## config.mk

```make
export PLATFORM = sky130hd
export DESIGN_NAME = cla_accum_flat
export DESIGN_NICKNAME = d
export VERILOG_FILES = /design/src/rtl/cla_accum_pkg.sv /design/src/rtl/cla_accum_if.sv /design/src/rtl/cla_accum_sat_add.sv /design/src/rtl/cla_accum.sv /design/src/flat_wrapper.sv
export SDC_FILE = /design/constraint.sdc
export NUM_CORES = 1
export LEC_CHECK = 0
export BUFFER_PORTS_ARGS = -buffer_cell sky130_fd_sc_hd__buf_2
export CELL_PAD_IN_SITES_DETAIL_PLACEMENT = 0
export CELL_PAD_IN_SITES_GLOBAL_PLACEMENT = 2
export CORE_ASPECT_RATIO = 0.75
export CORE_UTILIZATION = 31
export CTS_CLUSTER_SIZE = 40
export DETAILED_ROUTE_END_ITERATION = 10
export PLACE_DENSITY = 0.79
export SYNTH_ARGS = -nofsm -noshare
export SYNTH_HDL_FRONTEND = slang
export SYNTH_SLANG_ARGS = --single-unit
```

## constraint.sdc

```tcl
create_clock -name CLK -period 3.61 [get_ports CLK]
set_input_delay 0.5415 -clock CLK [delete_from_list [all_inputs] [get_ports CLK]]
set_output_delay 0.5415 -clock CLK [all_outputs]
set_load 0.02 [all_outputs]
```

## src/rtl/cla_accum_pkg.sv

```systemverilog
// Shared types and constants for the CLA result accumulator.
// Optional saturation is selected by CLA_ACCUM_SAT_EN (see acc_sat_add).
package cla_pkg;
  localparam int CLA_W       = 32;
  localparam int N_TERMS_DEF = 8;
  localparam int ACC_W_DEF   = 48;

  typedef enum logic [1:0] {
    IDLE  = 2'd0,
    ACCUM = 2'd1,
    HOLD  = 2'd2
  } state_t;

  // Upstream adder result as an unsigned 33-bit term.
  function automatic logic [CLA_W:0] mk_term(input logic cout, input logic [CLA_W-1:0] sum);
    return {cout, sum};
  endfunction
endpackage

```

## src/rtl/cla_accum_if.sv

```systemverilog
// Term stream, batch result handshake and status for cla_accum.
interface cla_accum_if import cla_pkg::*; #(
  parameter int ACC_W = ACC_W_DEF
);
  logic             start;
  logic             in_valid;
  logic [CLA_W-1:0] in_sum;
  logic             in_cout;
  logic             in_ready;
  logic [ACC_W-1:0] acc_out;
  logic             acc_valid;
  logic             acc_ready;
  logic [7:0]       term_cnt;
  logic             ovf;

  modport master (
    output start, in_valid, in_sum, in_cout, acc_ready,
    input  in_ready, acc_out, acc_valid, term_cnt, ovf
  );

  modport slave (
    input  start, in_valid, in_sum, in_cout, acc_ready,
    output in_ready, acc_out, acc_valid, term_cnt, ovf
  );
endinterface

```

## src/rtl/cla_accum_sat_add.sv

```systemverilog
// Combinational ACC_W + 33-bit adder with carry-out flag.
// CLA_ACCUM_SAT_EN defined: sum clamps to all ones on carry-out; otherwise wraps.
module acc_sat_add import cla_pkg::*; #(
  parameter int ACC_W = ACC_W_DEF
) (
  input  logic [ACC_W-1:0] a,
  input  logic [CLA_W:0]   b,
  output logic [ACC_W-1:0] sum,
  output logic             ovf
);
  logic [ACC_W:0] full;

  assign full = {1'b0, a} + {{(ACC_W-CLA_W){1'b0}}, b};
  assign ovf  = full[ACC_W];

`ifdef CLA_ACCUM_SAT_EN
  assign sum = ovf ? '1 : full[ACC_W-1:0];
`else
  assign sum = full[ACC_W-1:0];
`endif
endmodule

```

## src/rtl/cla_accum.sv

```systemverilog
// Sums N_TERMS registered CLA results per batch, holds the total until taken.
// Build option CLA_ACCUM_SAT_EN: saturate acc_out on overflow instead of wrapping.
module cla_accum import cla_pkg::*; #(
  parameter int N_TERMS = N_TERMS_DEF,
  parameter int ACC_W   = ACC_W_DEF
) (
  input logic         CLK,
  input logic         RESET,
  cla_accum_if.slave  bus
);
  state_t           state, state_nx;
  logic [ACC_W-1:0] acc, add_sum;
  logic [7:0]       cnt;
  logic             ovf, add_ovf;
  logic             in_rdy, acc_vld, clr, accept, last;

  assign accept = in_rdy && bus.in_valid;
  assign last   = accept && (cnt == 8'(N_TERMS-1));

  acc_sat_add #(.ACC_W(ACC_W)) u_add (
    .a   (acc),
    .b   (mk_term(bus.in_cout, bus.in_sum)),
    .sum (add_sum),
    .ovf (add_ovf)
  );

  always_ff @(posedge CLK) begin
    if (RESET) state <= IDLE;
    else       state <= state_nx;
  end

  always_comb begin
    state_nx = state;
    clr      = 1'b0;
    in_rdy   = 1'b0;
    acc_vld  = 1'b0;
    case (state)
      IDLE: begin
        if (bus.start) begin
          state_nx = ACCUM;
          clr      = 1'b1;
        end
      end
      ACCUM: begin
        in_rdy = 1'b1;
        if (last) state_nx = HOLD;
      end
      HOLD: begin
        acc_vld = 1'b1;
        // start only counts once the consumer has taken the result
        if (bus.acc_ready) begin
          clr      = bus.start;
          state_nx = bus.start ? ACCUM : IDLE;
        end
      end
      default: state_nx = IDLE;
    endcase
  end

  always_ff @(posedge CLK) begin
    if (RESET) begin
      acc <= '0;
      cnt <= '0;
      ovf <= 1'b0;
    end else if (clr) begin
      acc <= '0;
      cnt <= '0;
      ovf <= 1'b0;
    end else if (accept) begin
      cnt <= cnt + 8'd1;
      ovf <= ovf | add_ovf;
`ifdef CLA_ACCUM_SAT_EN
      if (!ovf) acc <= add_sum;
`else
      acc <= add_sum;
`endif
    end
  end

  assign bus.in_ready  = in_rdy;
  assign bus.acc_valid = acc_vld;
  assign bus.acc_out   = acc;
  assign bus.term_cnt  = cnt;
  assign bus.ovf       = ovf;
endmodule

```

## src/flat_wrapper.sv

```systemverilog
// flat-port wrapper written by rule: the top's interface ports become plain ports
module cla_accum_flat import cla_pkg::*;
#(
  parameter int N_TERMS = N_TERMS_DEF,
  parameter int ACC_W   = ACC_W_DEF
)
  (CLK, RESET, bus_start, bus_in_valid, bus_in_sum, bus_in_cout, bus_acc_ready, bus_in_ready, bus_acc_out, bus_acc_valid, bus_term_cnt, bus_ovf);
  cla_accum_if #(.ACC_W(ACC_W)) bus_i ();
  input logic CLK;
  input logic RESET;
  input wire logic [$bits(bus_i.start)-1:0] bus_start;
  input wire logic [$bits(bus_i.in_valid)-1:0] bus_in_valid;
  input wire logic [$bits(bus_i.in_sum)-1:0] bus_in_sum;
  input wire logic [$bits(bus_i.in_cout)-1:0] bus_in_cout;
  input wire logic [$bits(bus_i.acc_ready)-1:0] bus_acc_ready;
  output wire logic [$bits(bus_i.in_ready)-1:0] bus_in_ready;
  output wire logic [$bits(bus_i.acc_out)-1:0] bus_acc_out;
  output wire logic [$bits(bus_i.acc_valid)-1:0] bus_acc_valid;
  output wire logic [$bits(bus_i.term_cnt)-1:0] bus_term_cnt;
  output wire logic [$bits(bus_i.ovf)-1:0] bus_ovf;
  assign bus_i.start = bus_start;
  assign bus_i.in_valid = bus_in_valid;
  assign bus_i.in_sum = bus_in_sum;
  assign bus_i.in_cout = bus_in_cout;
  assign bus_i.acc_ready = bus_acc_ready;
  assign bus_in_ready = bus_i.in_ready;
  assign bus_acc_out = bus_i.acc_out;
  assign bus_acc_valid = bus_i.acc_valid;
  assign bus_term_cnt = bus_i.term_cnt;
  assign bus_ovf = bus_i.ovf;
  cla_accum #(.N_TERMS(N_TERMS), .ACC_W(ACC_W)) u_core (.CLK(CLK), .RESET(RESET), .bus(bus_i));
endmodule
```

After elaboration in Yosys (flattened, before gate mapping)
Cells that the tools add are included.
{ "word_totals": {"output_inout_bits": 59, "regBits": 59, "word_cells": 28} }
{ "classes": {"add_sub_neg": 2, "n_eq_ne": 6, "n_bitwise": 1, "mux": 10, "n_reduce_logical": 5} }
{ "op_table": {"columns": ["op", "count"], "rows": [
  ["$add A48 B33 Y49", 1],
  ["$add A8 B1 Y8 const B", 1],
  ["$eq A8 B3 Y1 const B", 1],
  ["$mux W2", 3],
  ["$pmux W2 S3", 1],
  ["$mux W1", 5],
  ["$ne A2 B2 Y1 const B", 2],
  ["$reduce_and A3 Y1", 1],
  ["$eq A2 B1 Y1 const B", 1],
  ["$eq A2 B2 Y1 const B", 1],
  ["$logic_and A1 B1 Y1", 2],
  ["$logic_not A2 Y1", 1],
  ["$ne A2 B1 Y1 const B", 1],
  ["$pmux W1 S2", 1],
  ["$reduce_or A2 Y1", 1],
  ["$or A1 B1 Y1", 1]
]} }

Depth between registers and ports, before layout
Gate-level depths: netlist of run 1.
{ "depth": {"word_depth": 6, "ltp_mapped": 11} }

Hierarchy
A second synthesis of run 1 with hierarchy kept.
{ "unflattened": {"hier_cells": 577, "area_unflattened_um2": 4307.9} }
{ "modules_own_cells": {"columns": ["module", "cells_per_inst", "seq_area_each_um2", "instances", "area_each_um2"], "rows": [
  ["cla_accum", 270, 1181.1, 1, 2193.4],
  ["acc_sat_add", 307, 0.0, 1, 2114.5]
]} }

Least setup slack after synthesis of run 1
No wires, ideal clock.
{ "synth_timing": {"kind": "input port to flip-flop", "from": "input bus_in_sum[0]", "to": "register u_core.ovf (netlist: u_core.bus.ovf)", "t_required_ns": 3.495, "setup_slack_ns": 0.852, "setup_ns": 0.115, "path_buffers": 0, "cell_stages": 11, "t_arrival_ns": 2.643, "cell_sequence": "ha_1 -> fa_1 -> a211oi_1 -> o21ai_1 -> nand4b_1 -> a21oi_2 -> o311a_2 -> o21ai_2 -> or2_4 -> nor2_1 -> o21a_1"} }
{ "synth_via": {"elab_chain_len": 2} }
{ "synth_rtl": {"columns": ["item", "line_no", "text"], "rows": [
  ["from (decl)", "flat_wrapper.sv:13", "input wire logic [$bits(bus_i.in_sum)-1:0] bus_in_sum;"],
  ["$add A48 B33 Y49", "cla_accum_sat_add.sv:13", "assign full = {1'b0, a} + {{(ACC_W-CLA_W){1'b0}}, b};"],
  ["$or A1 B1 Y1", "cla_accum.sv:71", "ovf <= ovf | add_ovf;"],
  ["to (signal assigned)", "cla_accum.sv:71", null],
  ["to (decl)", "cla_accum.sv:14", "logic ovf, add_ovf;"]
]} }
No other way between the ends.
A chain may end at the register's enable or synchronous reset.

Worst setup path after layout of run 1
{ "layout_timing": {"from": "register u_core.acc[0] (netlist: u_core.bus.acc_out[0])", "to": "register u_core.ovf (netlist: u_core.bus.ovf)"} }
{ "layout_via": {"elab_chain_len": 2} }
{ "layout_rtl": {"columns": ["item", "line_no", "text"], "rows": [
  ["from (decl)", "cla_accum.sv:12", "logic [ACC_W-1:0] acc, add_sum;"],
  ["from (signal assigned)", "cla_accum.sv:75", "acc <= add_sum;"],
  ["$add A48 B33 Y49", "cla_accum_sat_add.sv:13", null],
  ["$or A1 B1 Y1", "cla_accum.sv:71", null]
]} }
No other way between the ends.

==> impl_metrics.py, run 1 <==
metrics = {
    "grt": {
        "grt_pass1_wl_microns": 20100,
        "grt_max_degree": 45,
        "antenna_found_initial": 0,
        "grtUsageTotal_pct": 18.9,
        "grt_pass1_vias": 3905,
        "grt_overflow": 0,
    },
    "worst_setup_path": {
        "end_kind": "flop",
        "crit_type": "reg2reg",
        "worstPathMaxFanout": 7,
        "cp_data_arrival_time_ns": 3.10,
        "required_ns": 3.83,
        "startpoint_type": "flop",
    },
    "final_layout": {
        "drive_gt1_share_pct": 21.3,
        "nets": 692,
        "area_growth_pct": 23.3,
        "fill_cells": 1331,
        "n_antenna_cell": 0,
        "utilization_pct": 40.1,
        "final_cell_mix": "buf_2 (96), nand2_1 (80), a21oi_1 (65), dfxtp_1 (59), nor2_1 (51)",
        "layout_commonest_cell": "buf_2",
    },
    "detailed_routing": {
        "met3_length_microns": 638,
        "drtIter0Drc": 239,
        "route.antenna.remaining_nets": 0,
        "wl_met2_microns": 4710,
        "drc": 0,
        "dr.pass1.iters": 4,
        "wire_per_inst_microns": 15.6,
        "via_per_inst": 5.22,
        "vias": 4124,
        "routed_wirelength_microns": 12300,
        "top_layer": "met4",
        "drt-met1-wl_microns": 6850,
    },
    "sta": {
        "whs_ns": 0.422,
        "fin_crit_sh_pct": 79.8,
        "fmax_mhz": 347,
        "rsz0062_at_grt": "false",
        "fin_skew_ns": 0.00640,
        "period_minus_slack_ns": 2.88,
        "setup_viol": 0,
        "hold_viol_final": 0,
        "max_slew_margin_pct": 37.6,
        "finalSetupTns_ns": 0,
        "report.final.slew_viol_count": 0,
        "worst_pin_slew_ns": 0.936,
    },
    "die": {
        "die-area_sq_um": 13600,
        "die_h_microns": 101,
        "row_count": 35,
        "initial_core_util_pct": 32.5,
        "die_w_microns": 134,
        "io_pins": 97,
        "core_area_sq_um": 12500,
    },
    "synthesis": {
        "synth_edf_count": 0,
        "async_flop_share_pct": 0,
        "synth_area_leader_cell": "dfxtp_1",
        "avgSynthCellArea_sq_um": 7.71,
        "ys.flop_type": "dfxtp_1",
        "syn_inst": 528,
        "yosys.area.top_type_share_pct": 29.0,
        "ys_seq_area_share_pct": 29.0,
        "syn_nets": 601,
        "yosysWarnings": 0,
        "yosys-top-cells-area": "dfxtp_1 (29%), ha_1 (10%), a21oi_1 (8.0%)",
        "synth_seq_cells": 59,
        "syn_area_sq_um": 4070,
        "yosysUniqueCellTypes": 56,
    },
    "clocking": {
        "cts_tree": "yes",
        "clock_sinks": 59,
        "clock_latency_ns": 0.33,
        "cts_made_buffers": 9,
        "clockBufferDepth": 2,
        "htree_levels": 3,
        "holdBufCountCts": 0,
        "clkSlewWorstSetupHoldPaths_ns": 0.06,
        "cts_root_buf": "clkbuf_16",
        "cts_setup_buffers": 0,
        "post_cts_resize_count": 0,
    },
    "power": {
        "combPwrFrac_pct": 16.5,
        "p_int_uw": 1350,
        "ir_drop_uv": 227,
        "leakage_uw": 0.00220,
        "swShare_pct": 27.8,
        "p_seq_share_pct": 36.3,
        "p_sw_uw": 519,
        "pwr_density_cell_nw_per_um2": 372,
        "clockPowerShare_pct": 47.3,
    },
    "run": {
        "maxCapViolCount": 0,
    },
    "worst_hold_path": {
        "hold_path_class": "in2reg",
    },
    "outcome": {
        "status": "finished, final reports clean",
    },
    "placement": {
        "dp_hpwl_microns": 9330,
        "portBuffers": 96,
        "gp_congestion": 0.825,
    },
}
==> per-stage QoR <==
| step | worst slack (ns) | power [uW] | std cells | instance area [sq um] |
|---|---|---|---|---|
| 3_5_place_dp | 0.406 | 999 | 774 | 4720 |
| 4_1_cts | 0.700 | 1890 | 790 | 5020 |
| 6_report | 0.728 | 1870 | 790 | 5020 |
| 5_1_grt | 0.520 | 1960 | 790 | 5020 |
| 3_3_place_gp | 0.492 | 998 | 774 | 4720 |
| 2_1_floorplan | 0.852 | 902 | 528 | 4070 |
==> cells by family after synthesis <==
family | synth area share (%)
xor+xnor | 9.25
mux | 0.246
buf+inv | 3.04
fa+ha+maj | 10.9
simple gates | 23.6
compound gates | 24.0
flops | 29.0
==> power groups by stage <==
| stage | combinational [uW] | sequential, uW | clock [uW] |
|---|---|---|---|
| floorplan | 197 | 704 | 0 |
| global placement | 307 | 691 | 0 |
| detailed placement | 307 | 692 | 0 |
| CTS | 308 | 678 | 907 |
| global route | 341 | 680 | 936 |
| finish | 308 | 678 | 883 |
==> cell usage after synthesis, types with 4 or more instances <==
library cell	instances
a211o_1	5
o21ai_0	17
a21o_1	13
nor3_1	10
a21oi_1	65
o21a_1	6
nand4_1	11
a211oi_1	9
nor2b_1	6
dfxtp_1	59
clkbuf_1	15
buf_2	5
ha_1	34
o31ai_1	4
or3_1	5
xor2_1	12
xnor2_1	31
o21ai_1	8
inv_1	7
o21bai_1	4
nand3_1	23
nand2_1	80
nor2_1	51
==> cell type report <==
cell class / count / area (sq um) / share of cell area [%]
flip-flops and latches: 59 / 1180 / 23.5
clock buffers: 12 / 256 / 5.11
well taps: 166 / 208 / 4.14
clock inverters: 4 / 48.8 / 0.972
inverters: 7 / 26.3 / 0.523
multi-input cells: 439 / 2770 / 55.1
repair buffers: 103 / 533 / 10.6
==> flip-flops by register name, indices dropped and copies added (netlist names) <==
signal	count
u_core.bus.term_cnt	8
u_core.bus.ovf	1
u_core.bus.acc_out	48
u_core.state	2
==> metal layers <==
metal  track usage, %  vias up
met3             4.05        7
met5                0        -
li1                 -     2081
met2             26.5       96
met4             4.41        0
met1             28.7     1940
==> final timing paths <==
path	startpoint	to	slack, ns	cells after the start
hold / removal	RESET	u_core.state[1]$_SDFFE_PP0P_	0.42	2
hold reg to reg	u_core.bus.acc_out[3]$_SDFFE_PP0P_	u_core.bus.acc_out[3]$_SDFFE_PP0P_	0.47	2
setup / recovery	u_core.bus.acc_out[0]$_SDFFE_PP0P_	u_core.bus.ovf$_SDFFE_PP0P_	0.73	11
setup reg to reg	u_core.bus.acc_out[0]$_SDFFE_PP0P_	u_core.bus.ovf$_SDFFE_PP0P_	0.73	11
==> worst max-delay path: stages (launching register included) <==
cell      delay (ns)
dfxtp_1         0.32
ha_1            0.25
fa_1            0.43
a211oi_1        0.30
o21ai_1         0.16
nand4b_1        0.15
a21oi_2         0.08
o311a_2         0.36
o21ai_2         0.30
or2_4           0.21
nor2_1          0.05
o21a_1          0.15
Power figures use the tool's default switching activity.
==> run 2, diff against run 1 <==
--- a/config.mk
+++ b/config.mk
@@ -9,10 +9,10 @@
 export CELL_PAD_IN_SITES_DETAIL_PLACEMENT = 0
 export CELL_PAD_IN_SITES_GLOBAL_PLACEMENT = 2
 export CORE_ASPECT_RATIO = 0.75
-export CORE_UTILIZATION = 31
+export CORE_UTILIZATION = 28
 export CTS_CLUSTER_SIZE = 40
 export DETAILED_ROUTE_END_ITERATION = 10
-export PLACE_DENSITY = 0.79
+export PLACE_DENSITY = 0.75
 export SYNTH_ARGS = -nofsm -noshare
 export SYNTH_HDL_FRONTEND = slang
 export SYNTH_SLANG_ARGS = --single-unit
==> constraint.sdc (replaced) <==
create_clock -name CLK -period 2.4 [get_ports CLK]
set_input_delay 0.36 -clock CLK [delete_from_list [all_inputs] [get_ports CLK]]
set_output_delay 0.36 -clock CLK [all_outputs]
set_load 0.02 [all_outputs]
==> run 2 against run 1 <==
Effect of this change:
- the flow now finishes with violations (negative setup slack)
- hold slack worse by 0.19 ns
- final cell count up 15%
- clock skew down 0.0032 ns
- sequential cell count unchanged
- routed wire length up 9.6%
- combinational power up 99%
- critical path type unchanged
- highest routed layer unchanged
- fmax up 17%
- critical path depth up 1
==> impl_metrics.py, run 2 (synthesis gave the netlist of run 1 again) <==
metrics = {
    "outcome": {
        "status": "complete, but fails checks",
        "failed_checks": "negative setup slack",
    },
    "die": {
        "row_count": 37,
        "die-area_sq_um": 15000,
        "initial_core_util_pct": 29.2,
        "io_pins": 97,
        "die_h_microns": 106,
        "die_w_microns": 141,
        "core_area_sq_um": 13900,
    },
    "worst_setup_path": {
        "crit_start": "u_core.bus.acc_out[0]$_SDFFE_PP0P_",
        "r2r_cells": 12,
        "cp_slowest_stage_delay_ns": 0.37,
        "end_kind": "flop",
        "slowest_stage": "fa_2",
        "startpoint_type": "flop",
        "worstPathMaxFanout": 3,
        "required_ns": 2.63,
        "path_cells": "ha_4 > fa_2 > a211oi_4 > o21ai_2 > nand4b_1 > a21oi_2 > o311a_4 > o21ai_4 > buf_6 > nor3_2 > xnor2_1 > nor2_1",
        "cp_data_arrival_time_ns": 2.70,
        "reg2reg_slack_ns": -0.06,
        "crit_type": "reg2reg",
        "r2r-start": "u_core.bus.acc_out[0]$_SDFFE_PP0P_",
        "r2r-end": "u_core.bus.acc_out[40]$_SDFFE_PP0P_",
    },
    "worst_hold_path": {
        "hold_end": "u_core.state[1]$_SDFFE_PP0P_",
        "min_from": "RESET",
        "hold_path_class": "in2reg",
        "hold_depth": 2,
    },
    "clocking": {
        "clockBufferDepth": 2,
        "clock_sinks": 59,
        "clock_latency_ns": 0.34,
        "cts_root_buf": "clkbuf_16",
        "holdBufCountCts": 0,
        "clkSlewWorstSetupHoldPaths_ns": 0.05,
        "cts_tree": "yes",
        "htree_levels": 3,
        "cts_made_buffers": 9,
    },
    "run": {
        "maxCapViolCount": 0,
    },
    "grt": {
        "antenna_found_initial": 0,
        "grt_pass1_vias": 4276,
        "grt_max_degree": 45,
        "grt_overflow": 0,
        "grtUsageTotal_pct": 18.4,
        "grt_pass1_wl_microns": 21600,
    },
    "final_layout": {
        "final_cell_mix": "buf_2 (96), buf_4 (95), nand2_1 (78), a21oi_1 (56), nor2_1 (49)",
        "drive_gt1_share_pct": 39.6,
        "largest_reg_flops": 48,
        "n_antenna_cell": 0,
        "fin_cells": 908,
        "area_growth_pct": 51.4,
        "layout_commonest_cell": "buf_2",
        "nets": 782,
        "fill_cells": 1426,
    },
    "placement": {
        "dp_hpwl_microns": 9730,
        "dp.cells": 885,
        "gp_congestion": 0.876,
        "portBuffers": 96,
        "dp_slack_ns": -0.321,
    },
    "sta": {
        "period_minus_slack_ns": 2.46,
        "fmax_mhz": 406,
        "max_slew_margin_pct": 61.5,
        "fin_crit_sh_pct": 103,
        "report.final.slew_viol_count": 0,
        "setup_ws_ns": -0.0648,
        "setup_viol": 13,
        "rsz0062_at_grt": "true",
        "fin_skew_ns": 0.00316,
        "worst_pin_slew_ns": 0.578,
        "hold_viol_final": 0,
        "finalSetupTns_ns": -0.365,
    },
    "power": {
        "leakage_uw": 0.00267,
        "pwr_density_cell_nw_per_um2": 477,
        "ir_drop_uv": 313,
        "p_total_uw": 2940,
    },
    "detailed_routing": {
        "route.antenna.remaining_nets": 0,
        "vias": 4421,
        "drtIter0Drc": 175,
        "wire_per_inst_microns": 14.8,
        "routed_wirelength_microns": 13500,
        "drc": 0,
        "dr.pass1.iters": 4,
        "via_per_inst": 4.87,
    },
}
[run 2: cell types whose count changed in the layout (fill, tap and decap cells not counted), moves of 5 or more]
cell     change
a21oi_1      -9
dfxtp_1     -11
o21ai_0      -5
a21oi_2      +8
dfxtp_2     +10
buf_4       +88
ha_1        -19
ha_4        +17
[run 2: through the flow]
stage               hold slack, ns  util (%)  cell area, sq um
finish                       0.234      44.2              6160
global route                 0.242      44.2              6160
CTS                          0.213      43.3              6030
detailed placement           0.467      38.8              5410
global placement             0.461      38.8              5410
floorplan                    0.433         -              4100
[run 2: per-layer routing]
metal | global-route usage [%] | vias up | part of all wire [%]
met1 | 25.5 | 2062 | 52
met5 | 0 | - | 0
met2 | 28.0 | 94 | 43
met3 | 4.19 | 12 | 4.0
li1 | - | 2253 | -
met4 | 5.59 | 0 | 1.1
[run 2: area by class of cell]
class	count	area, sq um	share of cell area, %
inverter	7	26.3	0.426
timing repair buffer	193	1220	19.9
clock inverter	5	53.8	0.873
multi-input combinational	439	3180	51.6
clock buffer	10	239	3.88
sequential	59	1200	19.4
tap	195	244	3.96
[run 2: power breakdown]
| group | internal (uW) | switching [uW] |
|---|---|---|
| clock network | 821 | 487 |
| logic | 277 | 336 |
| registers | 1000 | 19.9 |
[run 2: worst max-delay path by stage]
| stage | end | slack [ns] |
|---|---|---|
| after floorplan | u_core.bus.ovf$_SDFFE_PP0P_ | -0.01 |
| after global placement | u_core.bus.ovf$_SDFFE_PP0P_ | -0.26 |
| after detailed placement | u_core.bus.acc_out[44]$_SDFFE_PP0P_ | -0.32 |
| after CTS | u_core.bus.acc_out[40]$_SDFFE_PP0P_ | -0.06 |
| after global routing | u_core.bus.acc_out[38]$_SDFFE_PP0P_ | -0.18 |
| final | u_core.bus.acc_out[40]$_SDFFE_PP0P_ | -0.06 |
[run 2: worst max-delay path, delay by kind of cell (launching register included)]
family / cells / cell delay [ns]
AND/OR/NAND/NOR: 3 / 0.25
AO/OA/AOI/OAI: 5 / 0.94
XOR/XNOR: 1 / 0.18
flip-flops: 1 / 0.33
buffers and inverters: 1 / 0.13
adder cells (fa/ha/maj): 2 / 0.53
[run 2: repair_timing]
action / 4_1_cts / 5_1_grt
resized for setup: 34 / 32
pin swaps: 22 / 11
setup buffers: 6 / 2
endpoints found under the setup margin: 24 / 27
==> run 3, diff against run 2 <==
==> constraint.sdc (replaced) <==
create_clock -name CLK -period 2.4 [get_ports CLK]
set_input_delay 0.12 -clock CLK [delete_from_list [all_inputs] [get_ports CLK]]
set_output_delay 0.12 -clock CLK [all_outputs]
set_load 0.02 [all_outputs]
==> run 3 against run 2 <==
Effect of this change:
- critical path depth unchanged
- worst setup slack got worse by 0.072 ns
- routed wire length grew 1.3%
- the flow still finishes with violations (negative setup slack)
- largest cell class unchanged
- non-clock buffer count down 6
- critical endpoint is now u_core.bus.acc_out[38]$_SDFFE_PP0P_
- via count up 0.20%
- combinational power is 2% lower
==> impl_metrics.py, run 3 (synthesis gave the netlist of run 1 again) <==
metrics = {
    "run": {
        "maxCapViolCount": 0,
    },
    "worst_setup_path": {
        "crit_start": "u_core.bus.acc_out[1]$_SDFFE_PP0P_",
        "worstPathMaxFanout": 5,
        "cp_data_arrival_time_ns": 2.77,
        "r2r-end": "u_core.bus.acc_out[38]$_SDFFE_PP0P_",
        "r2r-start": "u_core.bus.acc_out[1]$_SDFFE_PP0P_",
        "reg2reg_slack_ns": -0.14,
        "required_ns": 2.63,
        "end_kind": "flop",
        "crit_type": "reg2reg",
        "startpoint_type": "flop",
        "r2r_cells": 12,
    },
    "final_layout": {
        "nets": 776,
        "final_cell_mix": "buf_2 (96), buf_4 (87), nand2_1 (80), a21oi_1 (61), dfxtp_1 (52)",
        "n_antenna_cell": 0,
        "area_growth_pct": 49.6,
        "fin_cells": 902,
        "layout_commonest_cell": "buf_2",
        "drive_gt1_share_pct": 36.6,
        "largest_reg_flops": 48,
    },
    "clocking": {
        "cts_root_buf": "clkbuf_16",
        "htree_levels": 3,
        "clockBufferDepth": 2,
        "cts_made_buffers": 9,
        "cts_tree": "yes",
        "clock_latency_ns": 0.35,
        "clock_sinks": 59,
        "clkSlewWorstSetupHoldPaths_ns": 0.05,
    },
    "sta": {
        "worst_pin_slew_ns": 0.632,
        "setup_viol": 19,
        "fin_crit_sh_pct": 106,
        "report.final.slew_viol_count": 0,
        "fin_skew_ns": 0.00795,
        "rsz0062_at_grt": "true",
        "fmax_mhz": 394,
        "hold_viol_final": 0,
        "period_minus_slack_ns": 2.54,
        "whs_ns": 0.174,
        "max_slew_margin_pct": 57.9,
        "setup_ws_ns": -0.136,
    },
    "grt": {
        "grt_overflow": 0,
        "grt_pass1_wl_microns": 21600,
        "grtUsageTotal_pct": 18.6,
        "grt_pass1_vias": 4262,
        "antenna_found_initial": 0,
        "grt_max_degree": 45,
    },
    "power": {
        "clockPowerShare_pct": 47.2,
        "combPwrFrac_pct": 19.5,
        "p_int_uw": 2230,
        "pwr_density_cell_nw_per_um2": 504,
        "swShare_pct": 27.5,
        "p_total_uw": 3070,
        "leakage_uw": 0.00268,
        "p_sw_uw": 843,
        "ir_drop_uv": 359,
        "p_seq_share_pct": 33.2,
    },
    "detailed_routing": {
        "wire_per_inst_microns": 15.1,
        "route.antenna.remaining_nets": 0,
        "via_per_inst": 4.91,
        "dr.pass1.iters": 4,
        "drc": 0,
        "routed_wirelength_microns": 13600,
        "vias": 4430,
        "drtIter0Drc": 180,
    },
    "die": {
        "initial_core_util_pct": 29.2,
        "die-area_sq_um": 15000,
        "core_area_sq_um": 13900,
        "io_pins": 97,
        "die_h_microns": 106,
        "die_w_microns": 141,
        "row_count": 37,
    },
    "worst_hold_path": {
        "hold_depth": 3,
        "hold_end": "u_core.state[1]$_SDFFE_PP0P_",
        "hold_path_class": "in2reg",
        "min_from": "bus_in_valid",
    },
    "outcome": {
        "failed_checks": "negative setup slack",
        "status": "complete, but fails checks",
    },
    "placement": {
        "dp_hpwl_microns": 9750,
        "gp_congestion": 0.831,
        "portBuffers": 96,
        "dp.cells": 872,
    },
}
## run 3: cell types whose count changed in the layout (fill, tap and decap cells not counted), moves of 4 or more
cell,previous run,this run
a21oi_1,56,61
a21oi_2,9,5
buf_4,95,87
dfxtp_1,48,52
dfxtp_2,10,6
ha_1,15,20
## run 3: layout make-up
type / count / area, sq um
inverter: 7 / 26.3
sequential: 59 / 1190
clock buffer: 11 / 253
clock inverter: 4 / 73.8
fill: 1442 / 7840
timing repair buffer: 187 / 1200
multi-input combinational: 439 / 3100
tap: 195 / 244
## run 3: power groups by stage
| stage | clock network, uW | logic [uW] | registers (uW) |
|---|---|---|---|
| floorplan | 0 | 299 | 1060 |
| global placement | 0 | 542 | 1040 |
| detailed placement | 0 | 542 | 1040 |
| CTS | 1500 | 578 | 1020 |
| global route | 1540 | 657 | 1020 |
| finish | 1450 | 599 | 1020 |
## run 3: what timing repair did
item,4_1_cts,5_1_grt
hold buffers,1,0
gates resized for setup,29,21
buffers inserted,4,10
setup endpoints to repair,22,28
pin swaps,27,15
endpoints found under the hold margin,2,0
## run 3: per-layer routing
layer  track usage [%]  wire, microns  up-vias
met1              25.3           6910     2077
met2              28.4           5930       98
li1                  -              -     2243
met5                 0              0        -
met3              5.54            698       12
met4              4.74            114        0
## run 3: through the flow
step	area, sq um	utilization [%]	setup TNS [ns]	setup slack [ns]
finish	6090	43.7	-1.23	-0.136
global route	6090	43.7	-4.05	-0.269
CTS	5900	42.3	-0.814	-0.100
detailed placement	5310	38.1	-1.53	-0.188
global placement	5310	38.1	-0.789	-0.0946
floorplan	4100	-	-0.0145	-0.0145
## run 3: how the worst max path moves through the flow
stage                                                endpoint  slack (ns)
after floorplan                   u_core.bus.ovf$_SDFFE_PP0P_       -0.01
after global placement            u_core.bus.ovf$_SDFFE_PP0P_       -0.09
final                     u_core.bus.acc_out[38]$_SDFFE_PP0P_       -0.14
after global routing      u_core.bus.acc_out[44]$_SDFFE_PP0P_       -0.27
after detailed placement  u_core.bus.acc_out[44]$_SDFFE_PP0P_       -0.19
after CTS                 u_core.bus.acc_out[42]$_SDFFE_PP0P_       -0.10
## run 3: worst max-delay path, stage by stage, from the launching register on
cell	delay (ns)
dfxtp_4	0.36
buf_12	0.12
fa_2	0.40
a211oi_2	0.29
o21ai_2	0.11
nand4b_1	0.14
a21oi_2	0.10
o311a_4	0.34
o21ai_4	0.17
buf_12	0.14
nor3_2	0.04
xnor2_1	0.16
nor2_1	0.07
